**config.mk**
```make
export PLATFORM = sky130hd
export DESIGN_NAME = ac97_csr_issuer
export DESIGN_NICKNAME = d
export VERILOG_FILES = /design/src/rtl/ac97_csr_issuer.sv
export SDC_FILE = /design/constraint.sdc
export NUM_CORES = 1
export LEC_CHECK = 0
export ABC_CLOCK_PERIOD_IN_PS = 4700
export CAP_MARGIN = 20
export CORE_MARGIN = 5
export CORE_UTILIZATION = 25
export DETAILED_ROUTE_END_ITERATION = 8
export PLACE_DENSITY_LB_ADDON = 0.3
export SLEW_MARGIN = 0
export SYNTH_ARGS = -nofsm -noshare
export SYNTH_HDL_FRONTEND = slang
export SYNTH_SLANG_ARGS = --single-unit
```
**constraint.sdc**
```tcl
create_clock -name clk -period 4.7 [get_ports clk]
set_clock_uncertainty 0.15 [all_clocks]
set_input_delay 1.175 -clock clk [delete_from_list [all_inputs] [get_ports clk]]
set_output_delay 1.175 -clock clk [all_outputs]
set_load 0.02 [all_outputs]
```
**src/rtl/ac97_csr_issuer.sv**
```systemverilog
// ac97_csr_issuer
// Buffers per-cycle CSR write requests from the AC97 DMA controller in a small
// FIFO and replays them as paced single-cycle write strobes on the AC97 core's
// CSR slave port. Queue status, a sticky overflow flag and a completed-write
// counter are reported alongside.

module ac97_csr_issuer #(
    parameter int DEPTH = 4,
    parameter int GAP   = 1
) (
    input  logic                     clk,
    input  logic                     rst,
    input  logic                     crreq,
    input  logic [13:0]              csr_addr,
    input  logic [31:0]              csr_data,
    input  logic                     clr_ovf,
    output logic [13:0]              csr_a,
    output logic                     csr_we,
    output logic [31:0]              csr_do,
    output logic                     busy,
    output logic                     full,
    output logic [$clog2(DEPTH):0]   level,
    output logic                     ovf,
    output logic [15:0]              wr_count
);

    localparam int AW = $clog2(DEPTH);
    localparam int LW = AW + 1;

    typedef enum logic [1:0] {
        ST_IDLE  = 2'd0,
        ST_WRITE = 2'd1,
        ST_GAP   = 2'd2
    } state_t;

    // FIFO storage and bookkeeping
    logic [45:0]   r_mem [DEPTH];
    logic [AW-1:0] r_wrPtr;
    logic [AW-1:0] r_rdPtr;
    logic [LW-1:0] r_level;
    logic          r_full;

    // Bus-side state and registered outputs
    state_t        r_state;
    logic [3:0]    r_gapCnt;
    logic [13:0]   r_csrA;
    logic [31:0]   r_csrDo;
    logic          r_csrWe;
    logic          r_busy;
    logic          r_ovf;
    logic [15:0]   r_wrCount;

    // Handshake between the FIFO and the FSM
    logic          w_pop;
    logic          w_push;
    logic          w_drop;
    logic          w_isFull;
    logic [LW-1:0] w_levelNext;
    logic [45:0]   w_head;

    assign w_isFull = (r_level == LW'(DEPTH));
    assign w_push   = crreq && (!w_isFull || w_pop);
    assign w_drop   = crreq && w_isFull && !w_pop;
    assign w_head   = r_mem[r_rdPtr];

    // The FSM pops the head whenever it is about to enter WRITE and data is waiting
    always_comb begin
        w_pop = 1'b0;
        if (r_level != '0) begin
            case (r_state)
                ST_IDLE:  w_pop = 1'b1;
                ST_WRITE: w_pop = (GAP == 0);
                ST_GAP:   w_pop = (r_gapCnt == 4'd1);
                default:  w_pop = 1'b0;
            endcase
        end
    end

    // Occupancy after this edge: push and pop together leave it unchanged
    always_comb begin
        w_levelNext = r_level;
        if (w_push && !w_pop) begin
            w_levelNext = r_level + 1'b1;
        end else if (!w_push && w_pop) begin
            w_levelNext = r_level - 1'b1;
        end
    end

    // Entry storage; accepted requests land at the write pointer
    always_ff @(posedge clk) begin
        if (rst && w_push) begin
            r_mem[r_wrPtr] <= {csr_addr, csr_data};
        end
    end

    // Pointer, level and full tracking; pointers wrap naturally at DEPTH
    always_ff @(posedge clk) begin
        if (!rst) begin
            r_wrPtr <= '0;
            r_rdPtr <= '0;
            r_level <= '0;
            r_full  <= 1'b0;
        end else begin
            if (w_push) begin
                r_wrPtr <= r_wrPtr + 1'b1;
            end
            if (w_pop) begin
                r_rdPtr <= r_rdPtr + 1'b1;
            end
            r_level <= w_levelNext;
            r_full  <= (w_levelNext == LW'(DEPTH));
        end
    end

    // Sticky overflow: a drop on the same edge as a clear keeps the flag set
    always_ff @(posedge clk) begin
        if (!rst) begin
            r_ovf <= 1'b0;
        end else if (w_drop) begin
            r_ovf <= 1'b1;
        end else if (clr_ovf) begin
            r_ovf <= 1'b0;
        end
    end

    // Bus FSM: issues one strobe per entry, then waits GAP idle cycles
    always_ff @(posedge clk) begin
        if (!rst) begin
            r_state   <= ST_IDLE;
            r_gapCnt  <= 4'd0;
            r_csrA    <= 14'd0;
            r_csrDo   <= 32'd0;
            r_csrWe   <= 1'b0;
            r_busy    <= 1'b0;
            r_wrCount <= 16'd0;
        end else begin
            case (r_state)
                ST_IDLE: begin
                    if (w_pop) begin
                        r_csrA  <= w_head[45:32];
                        r_csrDo <= w_head[31:0];
                        r_csrWe <= 1'b1;
                        r_busy  <= 1'b1;
                        r_state <= ST_WRITE;
                    end else begin
                        r_csrWe <= 1'b0;
                        r_busy  <= (w_levelNext != '0);
                    end
                end
                ST_WRITE: begin
                    r_wrCount <= r_wrCount + 16'd1;
                    if (GAP > 0) begin
                        r_gapCnt <= 4'(GAP);
                        r_csrWe  <= 1'b0;
                        r_busy   <= 1'b1;
                        r_state  <= ST_GAP;
                    end else if (w_pop) begin
                        r_csrA  <= w_head[45:32];
                        r_csrDo <= w_head[31:0];
                        r_csrWe <= 1'b1;
                        r_busy  <= 1'b1;
                    end else begin
                        r_csrWe <= 1'b0;
                        r_busy  <= (w_levelNext != '0);
                        r_state <= ST_IDLE;
                    end
                end
                ST_GAP: begin
                    r_gapCnt <= r_gapCnt - 4'd1;
                    if (r_gapCnt == 4'd1) begin
                        if (w_pop) begin
                            r_csrA  <= w_head[45:32];
                            r_csrDo <= w_head[31:0];
                            r_csrWe <= 1'b1;
                            r_busy  <= 1'b1;
                            r_state <= ST_WRITE;
                        end else begin
                            r_csrWe <= 1'b0;
                            r_busy  <= (w_levelNext != '0);
                            r_state <= ST_IDLE;
                        end
                    end else begin
                        r_csrWe <= 1'b0;
                        r_busy  <= 1'b1;
                    end
                end
                default: begin
                    r_csrWe <= 1'b0;
                    r_busy  <= (w_levelNext != '0);
                    r_state <= ST_IDLE;
                end
            endcase
        end
    end

    assign csr_a    = r_csrA;
    assign csr_we   = r_csrWe;
    assign csr_do   = r_csrDo;
    assign busy     = r_busy;
    assign full     = r_full;
    assign level    = r_level;
    assign ovf      = r_ovf;
    assign wr_count = r_wrCount;

endmodule

```
Word level (Yosys, flattened, before mapping)
Memories as Yosys holds them, arrays and structs flattened. A register that Yosys moved wholly into a read port is not among the register bits. Cells that the tools add are included.

Add/sub/neg operators: 6. $mul: 0. Divide/modulo/power cells: 0. $lt $le $gt $ge: 0. Eq/ne operators: 7. Shift operators: 0. Muxes and demuxes: 27. Bitwise operators: 0. Reductions and logical operators: 18.

Operators with widths (count): $mux 32 (2); $pmux 32 s2 (1); $mux 14 (2); $pmux 14 s2 (1); $add 16x1->16 const B (1); $mux 1 (10); $mux 2 (4); $pmux 4 s2 (1); $eq 3x3->1 const B (2); $logic_and 1x1->1 (6); $mux 3 (2); $pmux 2 s3 (1); $reduce_bool 2->1 (3); $reduce_bool 3->1 (2); $add 2x1->2 const B (2); $eq 4x1->1 const B (1); $ne 2x2->1 const B (2); $pmux 1 s2 (2); $reduce_and 2->1 (2); $sub 4x1->4 const B (1); $add 3x1->3 const B (1); $logic_not 1->1 (3); $pmux 1 s3 (1); $sub 3x1->3 const B (1); other kinds (4) (4).

Register bits: 79. Bits in latches: 0. Bits in writable memories: 184. ROM bits: 0. Output and inout port bits: 69. Word-level logic and storage cells: 71. Memories: 1.

Memory list: r_mem (words 4, bits a word 46, rd ports 1, clocked after memory_dff 1, write ports 1, RTL line 37) `logic [45:0] r_mem [DEPTH];`.

Longest topological paths before layout
Gate-level depths: netlist (run 1).

Word-level depth: 13. Mapped depth: 9.

Worst setup path after synthesis (run 1)
OpenSTA, ideal clock, no wires.

Kind: in2reg. Start point: input crreq. End point: memory r_mem[0][0], enable pin. Setup time: 450 ps. Arrival time: 3689 ps. Data required time: 4100 ps. Slack: 412 ps. Stages on the path: 3. Cells stage by stage: clkbuf_1 > o311ai_0 > nor2_1.

Cells in the longest elaborated chain, start to end: 4.

RTL lines: from (decl) (RTL line 13) `input logic crreq,`; $logic_and 1x1->1 (RTL line 62) `assign w_push = crreq && (!w_isFull || w_pop);`; $logic_and 1x1->1 (RTL line 91) `if (rst && w_push) begin`; $mux 1 (RTL line 91); $mux 1 (not written as such) (RTL line 92) `r_mem[r_wrPtr] <= {csr_addr, csr_data};`; to (decl) (RTL line 37).

Every way passes these cells.

Worst setup path after layout (run 1)
Start point: register r_level[0] (netlist: level[0]). End point: output level[0].

RTL lines: from (decl) (RTL line 40) `logic [LW-1:0] r_level;`; from (signal assigned) (RTL line 110) `r_level <= w_levelNext;`; to (decl) (RTL line 22) `output logic [$clog2(DEPTH):0] level,`.

No word-level cell between the ends.

==> results of run 1 <==
cells in the mapped netlist (2+ instances only):
cell | n | area (sq um)
a21boi_0 | 34 | 255
a21boi_1 | 13 | 97.6
a21oi_1 | 9 | 45.0
a31oi_1 | 2 | 12.5
and2_1 | 22 | 138
and3_1 | 2 | 12.5
buf_2 | 11 | 55.1
buf_4 | 4 | 30.0
clkbuf_1 | 13 | 48.8
dfxtp_1 | 81 | 1620
edfxtp_1 | 184 | 5530
ha_1 | 14 | 175
inv_1 | 17 | 63.8
mux2i_1 | 5 | 50.1
mux4_2 | 46 | 1040
nand2_1 | 103 | 387
nand2b_1 | 2 | 12.5
nand3_1 | 5 | 25.0
nand4_1 | 6 | 37.5
nor2_1 | 10 | 37.5
nor2b_1 | 7 | 43.8
nor3_1 | 4 | 20.0
o211ai_1 | 3 | 22.5
o21ai_0 | 4 | 20.0
o22ai_1 | 2 | 12.5
or3_1 | 2 | 12.5
xnor2_1 | 15 | 131
xor2_1 | 3 | 26.3
tightest hold or removal path, delay by kind of cell, from the launching register on:
family             cells  cell delay, ns
AOI/OAI and AO/OA      1            0.05
DFF                    1            0.31
and+or+nand+nor        1            0.05
registers in the layout (all words and copies together) (netlist names), 2 cells and up, named ones only:
register  flops
r_rdPtr       2
csr_a        14
r_mem       184
r_state       2
csr_do       32
r_gapCnt      4
level         3
wr_count     16
r_wrPtr       2
power by group through the flow:
stage / Clock (mW) / Combinational (mW) / Sequential (mW)
floorplan: 0 / 1.08 / 3.20
global placement: 0 / 2.00 / 3.10
detailed placement: 0 / 2.02 / 3.10
global route: 2.39 / 2.16 / 3.10
CTS: 2.30 / 2.03 / 3.05
finish: 2.21 / 1.96 / 3.04
through the flow:
stage               setup WS (ns)  cells
CTS                          1.71   1319
global placement             1.17   1267
global route                 1.69   1319
detailed placement           1.18   1267
floorplan                   0.412    642
finish                       1.76   1319
worst min-delay path by stage:
stage	from	endpoint	slack, ns	cells past startpoint
CTS	csr_do[7]	csr_do[7]	0.31	2
global placement	csr_do[31]	csr_do[31]	0.30	2
detailed placement	csr_do[7]	csr_do[7]	0.30	2
floorplan	r_gapCnt[0]	r_gapCnt[0]	0.33	1
finish	csr_do[7]	csr_do[7]	0.30	2
global route	csr_do[7]	csr_do[7]	0.33	2
layout make-up:
cell class / instances / area [sq um] / area share
flip-flops and latches: 265 / 7150 / 0.555
multi-input cells: 330 / 2810 / 0.218
repair buffers: 130 / 1270 / 0.0982
clock buffers: 40 / 816 / 0.0633
well taps: 525 / 657 / 0.0509
clock inverters: 12 / 134 / 0.0104
inverters: 17 / 63.8 / 0.00495
cell usage in the layout (no fill, tap or decap), types with 2 or more instances in the layout:
| master | count |
|---|---|
| clkdlybuf4s50_1 | 117 |
| nand4_1 | 6 |
| nor3_1 | 4 |
| nand2b_1 | 2 |
| edfxtp_1 | 184 |
| mux4_2 | 46 |
| xnor2_1 | 15 |
| bufinv_16 | 2 |
| o211ai_1 | 3 |
| nor2_1 | 6 |
| and3_1 | 2 |
| ha_1 | 14 |
| a31oi_1 | 2 |
| clkinvlp_4 | 2 |
| clkinv_1 | 5 |
| nand3_1 | 5 |
| buf_4 | 12 |
| mux2i_1 | 5 |
| xor2_1 | 3 |
| a21oi_1 | 9 |
| and2_1 | 22 |
| a21boi_0 | 34 |
| clkbuf_16 | 28 |
| o21ai_0 | 4 |
| nor2_4 | 4 |
| dfxtp_1 | 79 |
| clkinv_2 | 2 |
| clkbuf_1 | 5 |
| nor2b_1 | 7 |
| o22ai_1 | 2 |
| or3_1 | 2 |
| inv_1 | 17 |
| nand2_1 | 103 |
| clkbuf_8 | 7 |
| a21boi_1 | 13 |
routing by layer:
metal / vias up / share of wire / global-route usage
met5: - / 0.00049 / 0
met4: 2 / 0.018 / 0.0229
met3: 30 / 0.045 / 0.0216
met2: 119 / 0.47 / 0.160
met1: 2716 / 0.46 / 0.137
li1: 2648 / - / -
logic make-up (layout without fill, tap and decap cells):
logic type | count (synthesis) | count (layout)
mux | 52 | 52
fa+ha+maj | 14 | 14
xor+xnor | 18 | 18
buf+inv | 47 | 199
compound gates | 77 | 77
flops | 265 | 265
simple gates | 169 | 169
==> results.sh, run 1 <==
export IMPL_timing_final_max_slew_violations=0
export IMPL_dieHeight_um=211
export IMPL_cts_reportedPaths_clkPinSlew_ns=0.06
export IMPL_worstReg2RegStart="r_state[0]"
export IMPL_postSynthRegisterBits=265
export IMPL_design_portCount=119
export IMPL_ctsHtreeMaxLevel=1
export IMPL_ys_dominant_reg_cell="edfxtp_1"
export IMPL_placementRows=73
export IMPL_timing_critical_path_cells="clkdlybuf4s50_1"
export IMPL_synth_edff_count=184
export IMPL_clock_insertion_delay_worst_skew_ns=0.56
export IMPL_final_layout_net_count=836
export IMPL_fp_coreArea_sq_um=39900
export IMPL_fraction_of_registers_with_async_set_or_reset_after_synthesis=0
export IMPL_dpl_hpwl_um=14000
export IMPL_cp_endpoint_kind="primary output"
export IMPL_worstSetupStartpoint="level[0]"
export IMPL_start_util=0.254
export IMPL_setup_worst_path_start_class="register"
export IMPL_power_share_sequential=0.421
export IMPL_post_route_cell_area_sq_um=12900
export IMPL_fmax_mhz=340
export IMPL_synth_top_family_by_area="multiplexers"
export IMPL_gp_routability_congestion=0.747
export IMPL_drt_drc_violations_left=0
export IMPL_first_pass_iters=4
export IMPL_rr_endpoint="r_mem[3][28]"
export IMPL_grt_total_usage=0.0991
export IMPL_grt_antenna_before_repair=1
export IMPL_synthDistinctLibCells=47
export IMPL_final_core_utilization=0.323
export IMPL_run_status="completed"
export IMPL_grt_first_pass_wirelength_um=34700
export IMPL_timing_critical_path_required_ns=3.38
export IMPL_syn_to_final_growth_pct=27.3
export IMPL_cp_data_arrival_time_ns=1.62
export IMPL_cts_max_path_buffers=3
export IMPL_first_global_vias=5693
export IMPL_global_route_overflow_total=0
export IMPL_synth_sequential_area_ratio=0.706
export IMPL_syn_mean_instance_area_sq_um=15.8
export IMPL_setup_tns_ns=0
export IMPL_leakagePower_nw=4.18
export IMPL_pd_cells_nw_per_um2=559
export IMPL_sw_frac_of_total=0.308
export IMPL_postCtsResizedCells=0
export IMPL_synthAdderAreaFrac=0.0173
export IMPL_clock_power_share=0.307
export IMPL_layout_min_cycle_time_ns=2.94
export IMPL_setup_worst_path_end="level[0]"
export IMPL_routed_via_count=5515
export IMPL_ant_nets=0
export IMPL_drt_first_iter_violations=309
export IMPL_die_w_um=211
export IMPL_crit_path_top_delay_cell="clkdlybuf4s50_1"
export IMPL_max_slew_worst_pin_slew_ns=0.982
export IMPL_grt_max_degree=80
export IMPL_die_area_sq_um=44600
export IMPL_n_fill_cell=3882
export IMPL_placedInstanceArea_sq_um=11900
export IMPL_cts_buffer_count=28
export IMPL_worst_r2r_cell_count=7
export IMPL_r2r_slack_ns=2.04
export IMPL_timing_critical_path_depth=1
export IMPL_post_route_cells_drive_above_1_share=0.141
export IMPL_place_port_buffers=118
export IMPL_syn_num_nets=706
export IMPL_detail_route_wirelength_um=22600
export IMPL_reported_max_cap_violation_count=0
export IMPL_synthMuxAreaShare=0.108
export IMPL_yosys_warnings=0
export IMPL_worstSetupPathType="register to primary output"
export IMPL_timing_final_crit_share=0.626
export IMPL_clock_sink_count=265
export IMPL_slew_headroom=0.346
export IMPL_post_synth_xor_area_fraction=0.0156
export IMPL_crit_fanout=6
export IMPL_buffer_and_inverter_count_on_the_worst_path=1
export IMPL_diodes=0
export IMPL_cell_internal_pwr_mw=4.99
export IMPL_worst_hold_slack_ns=0.302
export IMPL_synth_simple_area_share=0.0773
export IMPL_tritoncts="built"
export IMPL_comb_power_share=0.272
export IMPL_route_detailed_wl_per_inst_um=17.1
export IMPL_postCtsSetupBuffers=0
export IMPL_grt_setup_unrepaired="false"
export IMPL_mappedNetlistArea_sq_um=10100
export IMPL_max_stage_delay_ns=0.65
export IMPL_power_ir_vdd_worst_mv=0.276
export IMPL_critical_path_top_delay_family="buffers and inverters"
export IMPL_synthCells=642
export IMPL_net_switching_component_of_the_power_mw=2.22
export IMPL_timing_hold_worst_class="register to register"
export IMPL_total_power_mw=7.21
export IMPL_synth_compound_area_frac=0.0556
export IMPL_via_per_inst=4.18
export IMPL_finalSetupViolations=0
export IMPL_cts_root_buffer="clkbuf_16"
export IMPL_hold_viol_final=0
export IMPL_holdBufCountCts=0
No activity file was read; power rests on OpenSTA's default activity.
==> run 2: changes to the inputs <==
ABC_CLOCK_PERIOD_IN_PS = 2650   (was 4700)
clock period = 2.65 ns   (was 4.7 ns; I/O delays follow)
==> results.sh, run 2 (synthesis gave the netlist of run 1 again) <==
export IMPL_multi_input_area_sq_um=2810
export IMPL_groute_layer_met1_usage=0.140
export IMPL_final_core_utilization=0.329
export IMPL_top_register="r_mem"
export IMPL_sw_frac_of_total=0.312
export IMPL_grt_setup_unrepaired="false"
export IMPL_hold_viol_final=0
export IMPL_largest_reg_flops=184
export IMPL_layout_min_cycle_time_ns=2.49
export IMPL_cts_buffer_count=30
export IMPL_net_switching_component_of_the_power_mw=4.08
export IMPL_detail_route_wirelength_um=23100
export IMPL_die_area_sq_um=44600
export IMPL_tritoncts="built"
export IMPL_placementRows=73
export IMPL_clock_sink_count=265
export IMPL_timing_critical_path_cells="inv_1 -> ha_1 -> and4bb_4 -> o311ai_2 -> nor2_4 -> buf_12"
export IMPL_syn_to_final_growth_pct=29.6
export IMPL_r2r_slack_ns=0.16
export IMPL_timing_final_max_slew_violations=0
export IMPL_setup_worst_path_start_class="register"
export IMPL_worst_hold_startpoint="csr_do[16]"
export IMPL_max_stage_delay_ns=0.84
export IMPL_post_route_cells_drive_above_1_share=0.157
export IMPL_timing_critical_path_depth=6
export IMPL_start_util=0.254
export IMPL_setup_tns_ns=0
export IMPL_final_layout_net_count=845
export IMPL_place_port_buffers=118
export IMPL_postCtsResizedCells=0
export IMPL_route_detailed_wl_per_inst_um=17.3
export IMPL_most_common_layout_cells="edfxtp_1 (184), clkdlybuf4s50_1 (117), nand2_1 (103), dfxtp_1 (79), mux4_2 (46)"
export IMPL_buffer_and_inverter_count_on_the_worst_path=2
export IMPL_grt_max_degree=80
export IMPL_ant_nets=0
export IMPL_ctsHtreeMaxLevel=1
export IMPL_fmax_mhz=401
export IMPL_timing_final_crit_share=0.940
export IMPL_grt_first_pass_wirelength_um=35200
export IMPL_dieHeight_um=211
export IMPL_first_pass_iters=4
export IMPL_leakagePower_nw=4.27
export IMPL_die_w_um=211
export IMPL_cell_internal_pwr_mw=9.00
export IMPL_worst_r2r_cell_count=6
export IMPL_global_route_usage_met2=0.159
export IMPL_worstReg2RegStart="r_state[0]"
export IMPL_clock_power_share=0.306
export IMPL_worstSetupPathType="register to register"
export IMPL_cts_root_buffer="clkbuf_16"
export IMPL_n_fill_cell=3879
export IMPL_critical_path_top_delay_family="compound AO/OA/AOI/OAI gates"
export IMPL_power_ir_vdd_worst_mv=0.516
export IMPL_layout_cells_most_common="edfxtp_1"
export IMPL_worst_hold_path_num_cells=2
export IMPL_worstHoldEndpoint="csr_do[16]"
export IMPL_drt_first_iter_violations=279
export IMPL_holdBufCountCts=0
export IMPL_max_slew_worst_pin_slew_ns=0.989
export IMPL_comb_power_share=0.292
export IMPL_finalSetupViolations=0
export IMPL_grt_antenna_before_repair=4
export IMPL_crit_fanout=46
export IMPL_postCtsSetupBuffers=0
export IMPL_reported_max_cap_violation_count=0
export IMPL_run_status="completed"
export IMPL_slew_headroom=0.340
export IMPL_busiest_layer="met2"
export IMPL_gp_routability_congestion=0.760
export IMPL_routed_via_count=5570
export IMPL_cp_endpoint_kind="register"
export IMPL_dpl_hpwl_um=15000
export IMPL_timing_critical_path_required_ns=2.77
export IMPL_design_portCount=119
export IMPL_pd_cells_nw_per_um2=997
export IMPL_grt_total_usage=0.101
export IMPL_cp_data_arrival_time_ns=2.61
export IMPL_rr_endpoint="r_mem[2][45]"
export IMPL_cts_max_path_buffers=3
export IMPL_gr_usage_met3=0.0253
export IMPL_via_per_inst=4.18
export IMPL_power_share_sequential=0.402
export IMPL_crit_path_top_delay_cell="o311ai_2"
export IMPL_sequential_cell_area_sq_um=7150
export IMPL_first_global_vias=5843
export IMPL_cts_reportedPaths_clkPinSlew_ns=0.06
export IMPL_global_route_overflow_total=0
export IMPL_clock_insertion_delay_worst_skew_ns=0.56
export IMPL_drt_drc_violations_left=0
export IMPL_fp_coreArea_sq_um=39900
export IMPL_timing_hold_worst_class="register to register"
## run 2: cell types whose count changed in the layout (fill, tap and decap cells not counted)
cell / delta
diode_2: +4
clkinv_1: -1
clkbuf_8: -5
o311ai_2: +1
o311ai_1: -1
inv_6: +2
buf_12: +11
clkbuf_1: -1
buf_4: -4
clkinv_2: +7
clkbuf_16: +2
## run 2: layer usage
| layer | vias up | part of all wire |
|---|---|---|
| li1 | 2673 | - |
| met1 | 2742 | 0.46 |
| met2 | 120 | 0.45 |
| met3 | 35 | 0.055 |
| met4 | 0 | 0.028 |
| met5 | - | 0 |
## run 2: worst max path at each step
| stage | end | startpoint |
|---|---|---|
| floorplan | r_mem[0][0] | crreq |
| global placement | r_mem[2][0] | crreq |
| detailed placement | r_mem[2][8] | crreq |
| CTS | r_mem[0][31] | r_state[0] |
| global route | r_mem[2][31] | r_state[0] |
| finish | r_mem[2][45] | r_state[0] |
## run 2: layout make-up
class                           count  share of cell area
Timing Repair Buffer              137               0.111
Clock inverter                     20              0.0139
Sequential cell                   265               0.545
Antenna cell                        4            0.000762
Multi-Input combinational cell    330               0.214
Clock buffer                       36              0.0604
Tap cell                          525              0.0500
Inverter                           17             0.00486
## run 2: tightest hold or removal path: stages, from the launching register on
cell      delay [ns]
dfxtp_1         0.31
nand2_1         0.05
a21boi_1        0.05
## run 2: stage by stage
| stage | instance area (sq um) | cells | hold WS [ns] | power [mW] | setup WS (ns) |
|---|---|---|---|---|---|
| 5_1_grt | 13100 | 1332 | 0.328 | 13.9 | 0.0422 |
| 4_1_cts | 13100 | 1330 | 0.312 | 13.4 | 0.140 |
| 6_report | 13100 | 1334 | 0.306 | 13.1 | 0.158 |
| 3_5_place_dp | 12100 | 1274 | 0.298 | 9.27 | 0.130 |
| 2_1_floorplan | 10200 | 642 | 0.333 | 7.61 | 0.109 |
| 3_3_place_gp | 12100 | 1274 | 0.298 | 9.26 | 0.118 |
## run 2: power groups by stage
stage | logic (mW) | registers [mW] | clock network (mW)
floorplan | 1.93 | 5.68 | 0
finish | 3.82 | 5.25 | 4.01
CTS | 3.93 | 5.27 | 4.16
global placement | 3.91 | 5.35 | 0
detailed placement | 3.92 | 5.35 | 0
global route | 4.19 | 5.33 | 4.34
==> run 3: changes to the inputs <==
ABC_CLOCK_PERIOD_IN_PS = 2400   (was 2650)
HOLD_SLACK_MARGIN = 0.1   (was unset)
SETUP_SLACK_MARGIN = 0.02   (was unset)
clock period = 2.4 ns   (was 2.65 ns; I/O delays follow)
==> results.sh, run 3 (synthesis gave the netlist of run 1 again) <==
export IMPL_sequential_cell_area_sq_um=7160
export IMPL_ant_nets=0
export IMPL_worstSetupPathType="register to primary output"
export IMPL_r2r_slack_ns=0.23
export IMPL_final_layout_net_count=846
export IMPL_leakagePower_nw=4.39
export IMPL_setup_tns_ns=0
export IMPL_sw_frac_of_total=0.312
export IMPL_syn_to_final_growth_pct=29.9
export IMPL_max_slew_worst_pin_slew_ns=0.625
export IMPL_die_area_sq_um=44600
export IMPL_clock_sink_count=265
export IMPL_dieHeight_um=211
export IMPL_tritoncts="built"
export IMPL_detail_route_wirelength_um=23200
export IMPL_post_route_cells_drive_above_1_share=0.159
export IMPL_final_core_utilization=0.330
export IMPL_design_portCount=119
export IMPL_cts_buffer_count=30
export IMPL_cell_internal_pwr_mw=9.94
export IMPL_cts_root_buffer="clkbuf_16"
export IMPL_timing_critical_path_cells="clkdlybuf4s50_1"
export IMPL_cts_reportedPaths_clkPinSlew_ns=0.06
export IMPL_worst_hold_startpoint="csr_do[9]"
export IMPL_n_fill_cell=3847
export IMPL_multi_input_area_sq_um=2840
export IMPL_rr_endpoint="r_mem[0][2]"
export IMPL_power_ir_vdd_worst_mv=0.512
export IMPL_hold_viol_final=0
export IMPL_fp_coreArea_sq_um=39900
export IMPL_finalSetupViolations=0
export IMPL_timing_final_max_slew_violations=0
export IMPL_crit_path_top_delay_cell="clkdlybuf4s50_1"
export IMPL_power_share_sequential=0.398
export IMPL_worst_hold_path_num_cells=2
export IMPL_crit_fanout=2
export IMPL_reported_max_cap_violation_count=0
export IMPL_grt_max_degree=80
export IMPL_worst_r2r_cell_count=7
export IMPL_global_route_overflow_total=0
export IMPL_run_status="completed"
export IMPL_critical_path_top_delay_family="buffers and inverters"
export IMPL_route_detailed_wl_per_inst_um=17.4
export IMPL_timing_final_crit_share=0.964
export IMPL_largest_reg_flops=184
export IMPL_diodes=0
export IMPL_setup_worst_path_start_class="register"
export IMPL_net_switching_component_of_the_power_mw=4.51
export IMPL_routed_via_count=5581
export IMPL_clock_insertion_delay_worst_skew_ns=0.55
export IMPL_number_of_standard_cells_in_the_layout_taps_in_and_fillers_out=1331
export IMPL_buffer_and_inverter_count_on_the_worst_path=1
export IMPL_cp_data_arrival_time_ns=1.56
export IMPL_layout_min_cycle_time_ns=2.31
export IMPL_slew_headroom=0.580
export IMPL_dpl_hpwl_um=14700
export IMPL_timing_hold_worst_class="register to register"
export IMPL_worstHoldEndpoint="csr_do[9]"
export IMPL_fmax_mhz=432
export IMPL_via_per_inst=4.19
export IMPL_drt_first_iter_violations=233
export IMPL_pd_cells_nw_per_um2=1100
export IMPL_cts_max_path_buffers=3
export IMPL_timing_critical_path_required_ns=1.65
export IMPL_placed_cells=1274
export IMPL_max_stage_delay_ns=0.65
export IMPL_most_common_layout_cells="edfxtp_1 (184), clkdlybuf4s50_1 (104), nand2_1 (103), dfxtp_1 (77), mux4_2 (46)"
export IMPL_grt_first_pass_wirelength_um=35800
export IMPL_comb_power_share=0.305
export IMPL_ctsHtreeMaxLevel=1
export IMPL_placementRows=73
export IMPL_grt_antenna_before_repair=0
export IMPL_grt_setup_unrepaired="false"
export IMPL_place_port_buffers=118
export IMPL_clock_power_share=0.297
export IMPL_drt_drc_violations_left=0
export IMPL_first_pass_iters=4
export IMPL_start_util=0.254
export IMPL_grt_total_usage=0.103
export IMPL_top_register="r_mem"
export IMPL_gp_routability_congestion=0.713
export IMPL_die_w_um=211
export IMPL_cp_endpoint_kind="primary output"
export IMPL_first_global_vias=5951
export IMPL_worstReg2RegStart="r_state[0]"
export IMPL_layout_cells_most_common="edfxtp_1"
[run 3: changes by cell type in the layout (fill, tap and decap cells not counted), moves of 3 or more]
cell	before	now
clkinv_2	9	6
clkdlybuf4s50_1	117	104
dlymetal6s2s_1	0	5
buf_12	11	14
diode_2	4	0
dlygate4sd2_1	0	8
[run 3: layout make-up]
cell class / count / area share
sequential: 265 / 0.544
multi-input combinational: 330 / 0.216
timing repair buffer: 138 / 0.114
clock buffer: 37 / 0.0614
tap: 525 / 0.0499
clock inverter: 19 / 0.00989
inverter: 17 / 0.00485
[run 3: per-stage QoR]
stage / hold slack, ns / power (mW) / worst slack (ns) / cell area, sq um
after floorplan: 0.333 / 8.42 / 0.0322 / 10200
after global placement: 0.292 / 10.4 / 0.00227 / 12200
after detailed placement: 0.299 / 10.4 / 0.0180 / 12200
after CTS: 0.309 / 14.8 / 0.0201 / 13100
after global routing: 0.323 / 15.3 / 0.0208 / 13200
final: 0.303 / 14.5 / 0.0864 / 13200
[run 3: repair_timing]
action	CTS	global route
endpoints found under the setup margin	8	125
hold buffers	0	0
resized for setup	8	6
pin swaps	0	1
buffers inserted	0	1
[run 3: how the worst max path moves through the flow]
stage               cells after the start  slack [ns]      endpoint    startpoint
detailed placement                      4        0.02  r_mem[0][10]         crreq
floorplan                               5        0.03   r_mem[0][0]    r_state[0]
finish                                  1        0.09    csr_do[11]    csr_do[11]
global route                            1        0.02  wr_count[10]  wr_count[10]
CTS                                     1        0.02   wr_count[2]   wr_count[2]
global placement                        4       0.002  r_mem[0][10]         crreq
[run 3: power by group through the flow]
stage                     clock (mW)  sequential [mW]  combinational [mW]
after floorplan                    0             6.28                2.15
after global placement             0             5.85                4.52
after detailed placement           0             5.86                4.52
after CTS                       4.47             5.77                4.53
after global routing            4.67             5.82                4.84
final                           4.29             5.75                4.41
[run 3: worst reg2reg max path, stage by stage, from the launching register on]
cell and delay (ns):
dfxtp_1 0.32, inv_1 0.14, ha_4 0.21, and4bb_4 0.32, o311ai_4 0.13, buf_12 0.16
nor2_4 0.13, buf_12 0.26
[run 3: per-layer routing]
layer / track usage / share of wire / vias to the layer above
li1: - / - / 2668
met1: 0.139 / 0.46 / 2765
met2: 0.168 / 0.47 / 110
met3: 0.0243 / 0.047 / 38
met4: 0.0255 / 0.018 / 0
met5: 0 / 0 / -
